$ cat config.mk
export PLATFORM = sky130hd
export DESIGN_NAME = dmem_arbiter_flat
export DESIGN_NICKNAME = d
export VERILOG_FILES = /design/src/rtl/dmem_arbiter_if.sv /design/src/rtl/dmem_arbiter.sv /design/src/flat_wrapper.sv
export SDC_FILE = /design/constraint.sdc
export NUM_CORES = 1
export LEC_CHECK = 0
export CORE_MARGIN = 5
export CORE_UTILIZATION = 43
export DETAILED_ROUTE_END_ITERATION = 6
export HOLD_SLACK_MARGIN = 0.05
export PLACE_DENSITY_LB_ADDON = 0.08
export SYNTH_ARGS = -nofsm -noshare
export SYNTH_HDL_FRONTEND = slang
export SYNTH_SLANG_ARGS = --single-unit
$ cat constraint.sdc
create_clock -name clk -period 2.61 [get_ports clk]
set_input_delay 0.261 -clock clk [delete_from_list [all_inputs] [get_ports clk]]
set_output_delay 0.261 -clock clk [all_outputs]
set_load 0.02 [all_outputs]
$ cat src/rtl/dmem_arbiter_if.sv
`default_nettype none
// ============================================================================
//  Module   : dmem_arbiter_if
//  Purpose  : Bundle of the two requester ports and the memory-side port of
//             the data-memory arbiter. The slave modport is the arbiter view;
//             the master modport is the requester/memory environment view.
//  Revision : 1.0 - initial release
// ============================================================================
interface dmem_arbiter_if;
    // requester 0
    logic        p0_req;
    logic        p0_we;
    logic [31:0] p0_addr;
    logic [31:0] p0_wdata;
    logic [3:0]  p0_be;
    logic        p0_gnt;
    logic        p0_rvalid;
    logic [31:0] p0_rdata;
    // requester 1
    logic        p1_req;
    logic        p1_we;
    logic [31:0] p1_addr;
    logic [31:0] p1_wdata;
    logic [3:0]  p1_be;
    logic        p1_gnt;
    logic        p1_rvalid;
    logic [31:0] p1_rdata;
    // memory side
    logic [31:0] mem_a;
    logic [31:0] mem_wd;
    logic        mem_we;
    logic [31:0] mem_rd;

    modport slave (
        input  p0_req, p0_we, p0_addr, p0_wdata, p0_be,
        input  p1_req, p1_we, p1_addr, p1_wdata, p1_be,
        input  mem_rd,
        output p0_gnt, p0_rvalid, p0_rdata,
        output p1_gnt, p1_rvalid, p1_rdata,
        output mem_a, mem_wd, mem_we
    );

    modport master (
        output p0_req, p0_we, p0_addr, p0_wdata, p0_be,
        output p1_req, p1_we, p1_addr, p1_wdata, p1_be,
        output mem_rd,
        input  p0_gnt, p0_rvalid, p0_rdata,
        input  p1_gnt, p1_rvalid, p1_rdata,
        input  mem_a, mem_wd, mem_we
    );
endinterface
`default_nettype wire

$ cat src/rtl/dmem_arbiter.sv
`default_nettype none
// ============================================================================
//  Module   : dmem_arbiter
//  Purpose  : Two-port arbiter in front of a 1 KiB data-memory region.
//             Full-word writes complete in the grant cycle; partial writes
//             take one extra read-modify-write cycle. Accesses outside the
//             region are accepted but never write, and reads return zero.
//             Macro DMEM_ARB_RR_EN selects round-robin arbitration; when it
//             is undefined port 0 has fixed priority.
//  Revision : 1.0 - initial release
// ============================================================================
module dmem_arbiter #(
    parameter logic [31:0] BASE_ADDR = 32'h9600_0000
) (
    input  wire logic      clk,
    input  wire logic      reset,
    dmem_arbiter_if.slave  bus
);

    localparam logic [0:0] IDLE = 1'b0;
    localparam logic [0:0] RMW  = 1'b1;
    localparam logic [3:0] BE_FULL = 4'hF;
    localparam logic [3:0] BE_NONE = 4'h0;

    logic [0:0]  state;
    logic [0:0]  next_state;

    logic        any_req;
    logic        win;          // 0 = port 0 wins, 1 = port 1 wins
    logic        win_we;
    logic [31:2] win_word;
    logic [31:0] win_wdata;
    logic [3:0]  win_be;
    logic        in_region;

    logic        grant;
    logic        rd_grant;
    logic        full_wr;
    logic        part_wr;

    logic [31:2] lat_word;
    logic [31:0] lat_wdata;
    logic [3:0]  lat_be;
    logic [1:0]  rvalid_q;
    logic [31:0] rdata0;
    logic [31:0] rdata1;

`ifdef DMEM_ARB_RR_EN
    logic        prio;         // port favoured on contention
`endif

    // Pick the winning requester and route its request fields
    always_comb begin
        any_req = bus.p0_req | bus.p1_req;
`ifdef DMEM_ARB_RR_EN
        if (bus.p0_req && bus.p1_req)
            win = prio;
        else
            win = ~bus.p0_req;
`else
        win = ~bus.p0_req;
`endif
        win_we    = win ? bus.p1_we          : bus.p0_we;
        win_word  = win ? bus.p1_addr[31:2]  : bus.p0_addr[31:2];
        win_wdata = win ? bus.p1_wdata       : bus.p0_wdata;
        win_be    = win ? bus.p1_be          : bus.p0_be;
        in_region = (win_word[31:10] == BASE_ADDR[31:10]);
        grant     = (state == IDLE) && any_req && !reset;
        rd_grant  = grant && !win_we;
        full_wr   = grant && win_we && in_region && (win_be == BE_FULL);
        part_wr   = grant && win_we && in_region &&
                    (win_be != BE_FULL) && (win_be != BE_NONE);
    end

    // State register
    always_ff @(posedge clk) begin
        if (reset)
            state <= IDLE;
        else
            state <= next_state;
    end

    // Next-state logic: a partial in-region write detours through RMW
    always_comb begin
        next_state = state;
        case (state)
            IDLE:    if (part_wr) next_state = RMW;
            RMW:     next_state = IDLE;
            default: next_state = IDLE;
        endcase
    end

    // Output logic: reset forces every combinational output to its idle value
    always_comb begin
        bus.p0_gnt    = 1'b0;
        bus.p1_gnt    = 1'b0;
        bus.mem_a     = 32'h0;
        bus.mem_wd    = 32'h0;
        bus.mem_we    = 1'b0;
        bus.p0_rvalid = rvalid_q[0] & ~reset;
        bus.p1_rvalid = rvalid_q[1] & ~reset;
        if (!reset) begin
            case (state)
                IDLE: begin
                    if (grant) begin
                        bus.p0_gnt = ~win;
                        bus.p1_gnt = win;
                        bus.mem_a  = {win_word, 2'b00};
                        if (full_wr) begin
                            bus.mem_we = 1'b1;
                            bus.mem_wd = win_wdata;
                        end
                    end
                end
                RMW: begin
                    bus.mem_a  = {lat_word, 2'b00};
                    bus.mem_we = 1'b1;
                    for (int i = 0; i < 4; i++)
                        bus.mem_wd[i*8 +: 8] = lat_be[i] ? lat_wdata[i*8 +: 8]
                                                         : bus.mem_rd[i*8 +: 8];
                end
                default: ;
            endcase
        end
    end

    assign bus.p0_rdata = rdata0;
    assign bus.p1_rdata = rdata1;

    // Datapath registers: RMW latch, read return and read-valid pulses
    always_ff @(posedge clk) begin
        if (reset) begin
            lat_word  <= '0;
            lat_wdata <= 32'h0;
            lat_be    <= 4'h0;
            rvalid_q  <= 2'b00;
            rdata0    <= 32'h0;
            rdata1    <= 32'h0;
        end else begin
            if (part_wr) begin
                lat_word  <= win_word;
                lat_wdata <= win_wdata;
                lat_be    <= win_be;
            end
            rvalid_q <= {rd_grant & win, rd_grant & ~win};
            if (rd_grant && !win)
                rdata0 <= in_region ? bus.mem_rd : 32'h0;
            if (rd_grant && win)
                rdata1 <= in_region ? bus.mem_rd : 32'h0;
        end
    end

`ifdef DMEM_ARB_RR_EN
    // Round-robin pointer: after each grant favour the other port
    always_ff @(posedge clk) begin
        if (reset)
            prio <= 1'b0;
        else if (grant)
            prio <= ~win;
    end
`endif

endmodule
`default_nettype wire
$ cat src/flat_wrapper.sv
// flat-port wrapper written by rule: the top's interface ports become plain ports
module dmem_arbiter_flat 
#(
    parameter logic [31:0] BASE_ADDR = 32'h9600_0000
)
  (clk, reset, bus_p0_req, bus_p0_we, bus_p0_addr, bus_p0_wdata, bus_p0_be, bus_p1_req, bus_p1_we, bus_p1_addr, bus_p1_wdata, bus_p1_be, bus_mem_rd, bus_p0_gnt, bus_p0_rvalid, bus_p0_rdata, bus_p1_gnt, bus_p1_rvalid, bus_p1_rdata, bus_mem_a, bus_mem_wd, bus_mem_we);
  dmem_arbiter_if bus_i ();
  input  wire logic clk;
  input  wire logic reset;
  input wire logic [$bits(bus_i.p0_req)-1:0] bus_p0_req;
  input wire logic [$bits(bus_i.p0_we)-1:0] bus_p0_we;
  input wire logic [$bits(bus_i.p0_addr)-1:0] bus_p0_addr;
  input wire logic [$bits(bus_i.p0_wdata)-1:0] bus_p0_wdata;
  input wire logic [$bits(bus_i.p0_be)-1:0] bus_p0_be;
  input wire logic [$bits(bus_i.p1_req)-1:0] bus_p1_req;
  input wire logic [$bits(bus_i.p1_we)-1:0] bus_p1_we;
  input wire logic [$bits(bus_i.p1_addr)-1:0] bus_p1_addr;
  input wire logic [$bits(bus_i.p1_wdata)-1:0] bus_p1_wdata;
  input wire logic [$bits(bus_i.p1_be)-1:0] bus_p1_be;
  input wire logic [$bits(bus_i.mem_rd)-1:0] bus_mem_rd;
  output wire logic [$bits(bus_i.p0_gnt)-1:0] bus_p0_gnt;
  output wire logic [$bits(bus_i.p0_rvalid)-1:0] bus_p0_rvalid;
  output wire logic [$bits(bus_i.p0_rdata)-1:0] bus_p0_rdata;
  output wire logic [$bits(bus_i.p1_gnt)-1:0] bus_p1_gnt;
  output wire logic [$bits(bus_i.p1_rvalid)-1:0] bus_p1_rvalid;
  output wire logic [$bits(bus_i.p1_rdata)-1:0] bus_p1_rdata;
  output wire logic [$bits(bus_i.mem_a)-1:0] bus_mem_a;
  output wire logic [$bits(bus_i.mem_wd)-1:0] bus_mem_wd;
  output wire logic [$bits(bus_i.mem_we)-1:0] bus_mem_we;
  assign bus_i.p0_req = bus_p0_req;
  assign bus_i.p0_we = bus_p0_we;
  assign bus_i.p0_addr = bus_p0_addr;
  assign bus_i.p0_wdata = bus_p0_wdata;
  assign bus_i.p0_be = bus_p0_be;
  assign bus_i.p1_req = bus_p1_req;
  assign bus_i.p1_we = bus_p1_we;
  assign bus_i.p1_addr = bus_p1_addr;
  assign bus_i.p1_wdata = bus_p1_wdata;
  assign bus_i.p1_be = bus_p1_be;
  assign bus_i.mem_rd = bus_mem_rd;
  assign bus_p0_gnt = bus_i.p0_gnt;
  assign bus_p0_rvalid = bus_i.p0_rvalid;
  assign bus_p0_rdata = bus_i.p0_rdata;
  assign bus_p1_gnt = bus_i.p1_gnt;
  assign bus_p1_rvalid = bus_i.p1_rvalid;
  assign bus_p1_rdata = bus_i.p1_rdata;
  assign bus_mem_a = bus_i.mem_a;
  assign bus_mem_wd = bus_i.mem_wd;
  assign bus_mem_we = bus_i.mem_we;
  dmem_arbiter #(.BASE_ADDR(BASE_ADDR)) u_core (.clk(clk), .reset(reset), .bus(bus_i));
endmodule
==> summary.txt <==
Status
  – Status: finished, final reports clean

Logic synthesis
  – Yosys cell types: 39
  – Cell count after synthesis: 845
  – Sequential element share of the synthesized area: 36.8%
  – FF+latch count, synth: 133
  – Cell area after synthesis: 7230 um^2
  – Yosys warning total: 0
  – Mean Syn Cell Area: 8.56 um^2

Min path
  – WHS Endpoint: u_core.bus.p0_rdata[28]$_SDFFE_PP0P_
  – Min-delay worst type: flop to flop
  – Hold depth: 2
  – Hold Path Origin: u_core.bus.p0_rdata[28]$_SDFFE_PP0P_

STA
  – Final hold vios: 0
  – Worst slew pin tran: 727 ps
  – Fmax: 391 MHz
  – Setup violators final: 0
  – Fin crit share: 98.0%
  – Clk_skew: 15.5 ps
  – Slew HR: 51.6%
  – Pins Over Slew Limit: 0
  – Crit path time final: 2560 ps
  – Unrepaired setup endpoints after global routing: yes

Drt
  – Met3 wire len: 1.75 mm
  – Vias per cell: 5.29
  – Wirelength per Cell: 17.7 um
  – Max layer used: met4
  – DRT antenna net count: 0
  – Drt first-iter violations: 450
  – M1 WL: 10.3 mm
  – Drt pass-1 iters: 5
  – Vias post-DR: 7272
  – DR DRC count: 0
  – Final wirelength: 24.4 mm
  – Metal2 WL: 11.8 mm

Clocking
  – Clk pin slew, worst setup/hold paths: 60 ps
  – Num CTS Buffers: 17
  – Clock Path Buffers: 2
  – CTS root buf: clkbuf_16
  – Cts-stage hold buffer count: 0
  – Worst-skew pair later-pin latency: 420 ps
  – CTS tree: yes
  – CTS H-tree depth: 4
  – CTS sink count: 133

Finish
  – Most common cell after layout, fill and taps aside: clkdlybuf4s50_1
  – Area Growth Syn to Fin: 54.9%
  – Multi-input gate area: 4230 um^2
  – Most frequent cells in the layout: clkdlybuf4s50_1 (265), dfxtp_1 (133), nand2_1 (98)
  – Ant diodes: 0
  – Share of cells above drive strength 1: 19.5%
  – Nets: 1315
  – Fin area: 11200 um^2
  – Non-filler instance count after layout: 1374
  – Fillcell total: 1430
  – Reg area: 2660 um^2

Critical path
  – Req. time, crit path: 2350 ps
  – CP arrival: 2300 ps
  – Buf/Inv on CP: 4
  – Slowest CP cell: clkdlybuf4s50_1
  – Worst r2r src: u_core.state$_SDFF_PP0_
  – Peak fanout along the critical path: 10
  – Reg2reg end: u_core.lat_wdata[30]$_SDFFE_PP0P_
  – Crit path depth: 9
  – CP delay by family, top: buffers and inverters
  – Critical path endpoint category: output pin
  – Worst reg-to-reg path cell count: 8
  – Crit path top cell by count: buf_4
  – Crit path largest cell delay: 400 ps
  – Critical-path cell list: clkdlybuf4s50_1 > mux2_2 > or2_1 > nor3_2 > nand4_1 > buf_4 > buf_4 > o21ai_0 > buf_2
  – Critical Path Start Type: input port
  – CP Class: input port to output pin
  – Setup slack, reg-to-reg: 460 ps

Place
  – IO buf count: 300
  – Placed Cells: 1340
  – GPL Wtd Cong: 0.851
  – HPWL after detailed placement: 17.3 mm
  – Placed cell areas: 10700 um^2

Die
  – Rows: 47
  – Die H: 140 um
  – Io pins: 307
  – Starting Density: 43.7%
  – Die Footprint: 19500 um^2
  – Die Wd: 140 um
  – Core footprint: 16500 um^2

Global routing
  – Global Route Usage Sum: 23.6%
  – Largest net degree at the start of global routing: 67
  – First-pass GRT wire length: 37.6 mm
  – Initial antenna violation count: 0
  – Total grt overflow: 0
  – Number of global-route vias before repair: 7208

Run
  – Max-cap violations: 0

Power and ir drop
  – Power Density: 478 nW/um^2
  – Total Power: 5.36 mW
  – Leak: 4.37 nW
  – Worst VDD drop: 0.486 mV
## cells by family (layout without fill, tap and decap cells)
group,Yosys count,in the layout,share of synthesized area (%)
AND/OR/NAND/NOR,338,338,23.6
AO/OA/AOI/OAI,149,149,12.0
multiplexers,138,138,22.1
flip-flops,133,133,36.8
buffers and inverters,86,394,5.38
other,1,2,0.0519
## area by class of cell
cell class / count / share of cell area (%)
clock inverter: 15 / 1.93
tap: 220 / 2.46
inverter: 3 / 0.101
timing repair buffer: 359 / 30.2
sequential: 133 / 23.8
multi-input combinational: 627 / 37.8
clock buffer: 17 / 3.80
## registers in the layout, indices dropped and copies added (netlist names)
name,cells
u_core.state,1
u_core.bus.p1_rdata,32
u_core.bus.p0_rdata,32
u_core.lat_wdata,32
u_core.lat_be,4
u_core.lat_word,30
u_core.rvalid_q,2
## where the power goes
| group | internal, mW | switching (mW) |
|---|---|---|
| Clock | 1.62 | 0.975 |
| Combinational | 0.419 | 0.308 |
| Sequential | 2.03 | 0.000211 |
## through the flow
step                utilization, %  TNS (ps)  hold WS [ps]  setup slack, ps
floorplan                        -         0           415              120
global placement              64.5    -14910           437             -389
detailed placement            64.5    -21320           443             -525
CTS                           68.8     -44.7           450            -25.1
global route                  67.8      -492           460            -45.0
finish                        67.8         0           446             53.3
## worst max-delay path by stage
| stage | from | slack (ps) | end |
|---|---|---|---|
| global route | bus_p1_addr[11] | -50 | bus_mem_wd[0] |
| finish | bus_p0_addr[21] | 50 | bus_mem_wd[14] |
| floorplan | bus_p0_req | 120 | bus_mem_wd[22] |
| detailed placement | bus_p0_addr[15] | -520 | bus_mem_wd[6] |
| CTS | bus_p0_addr[21] | -30 | bus_mem_wd[28] |
| global placement | bus_p0_addr[15] | -390 | bus_mem_wd[19] |
## Yosys cell counts, drive strengths merged
library cell	count	area [um^2]
dfxtp	133	2660
nand2	100	383
mux2	92	1140
a21oi	76	384
nor2	73	274
nand4	68	425
clkbuf	56	210
mux2i	46	460
nor2b	33	206
o21ai	32	160
a22oi	29	218
buf	27	168
nand2b	21	131
and2	19	119
nor4b	6	52.6
a211oi	5	50.1
nor3	5	25.0
nor4	5	31.3
a21boi	3	22.5
and3	3	18.8
inv	3	11.3
o41ai	2	17.5
and4b	1	10.0
conb	1	3.75
nand3b	1	7.51
nor3b	1	7.51
nor4bb	1	10.0
o211ai	1	7.51
o32ai	1	8.76
or2	1	6.26
## timing repair
item | in CTS | in global routing
setup buffers | 0 | 1
gates cloned | 0 | 1
setup endpoints to repair | 33 | 39
gates resized for setup | 136 | 53
pin swaps | 0 | 2
## layer usage
layer / vias up / track usage [%]
li1: 3587 / -
met1: 3367 / 29.3
met2: 286 / 40.2
met3: 32 / 6.00
met4: 0 / 7.55
met5: - / 0
## worst register-to-register path, delay by kind of cell (launching register included)
| family | cells | cell delay, ps |
|---|---|---|
| DFF | 1 | 340 |
| AOI/OAI and AO/OA | 1 | 220 |
| buffers and inverters | 3 | 440 |
| muxes | 1 | 310 |
| and+or+nand+nor | 3 | 730 |
(Power assumes the default switching activity.)
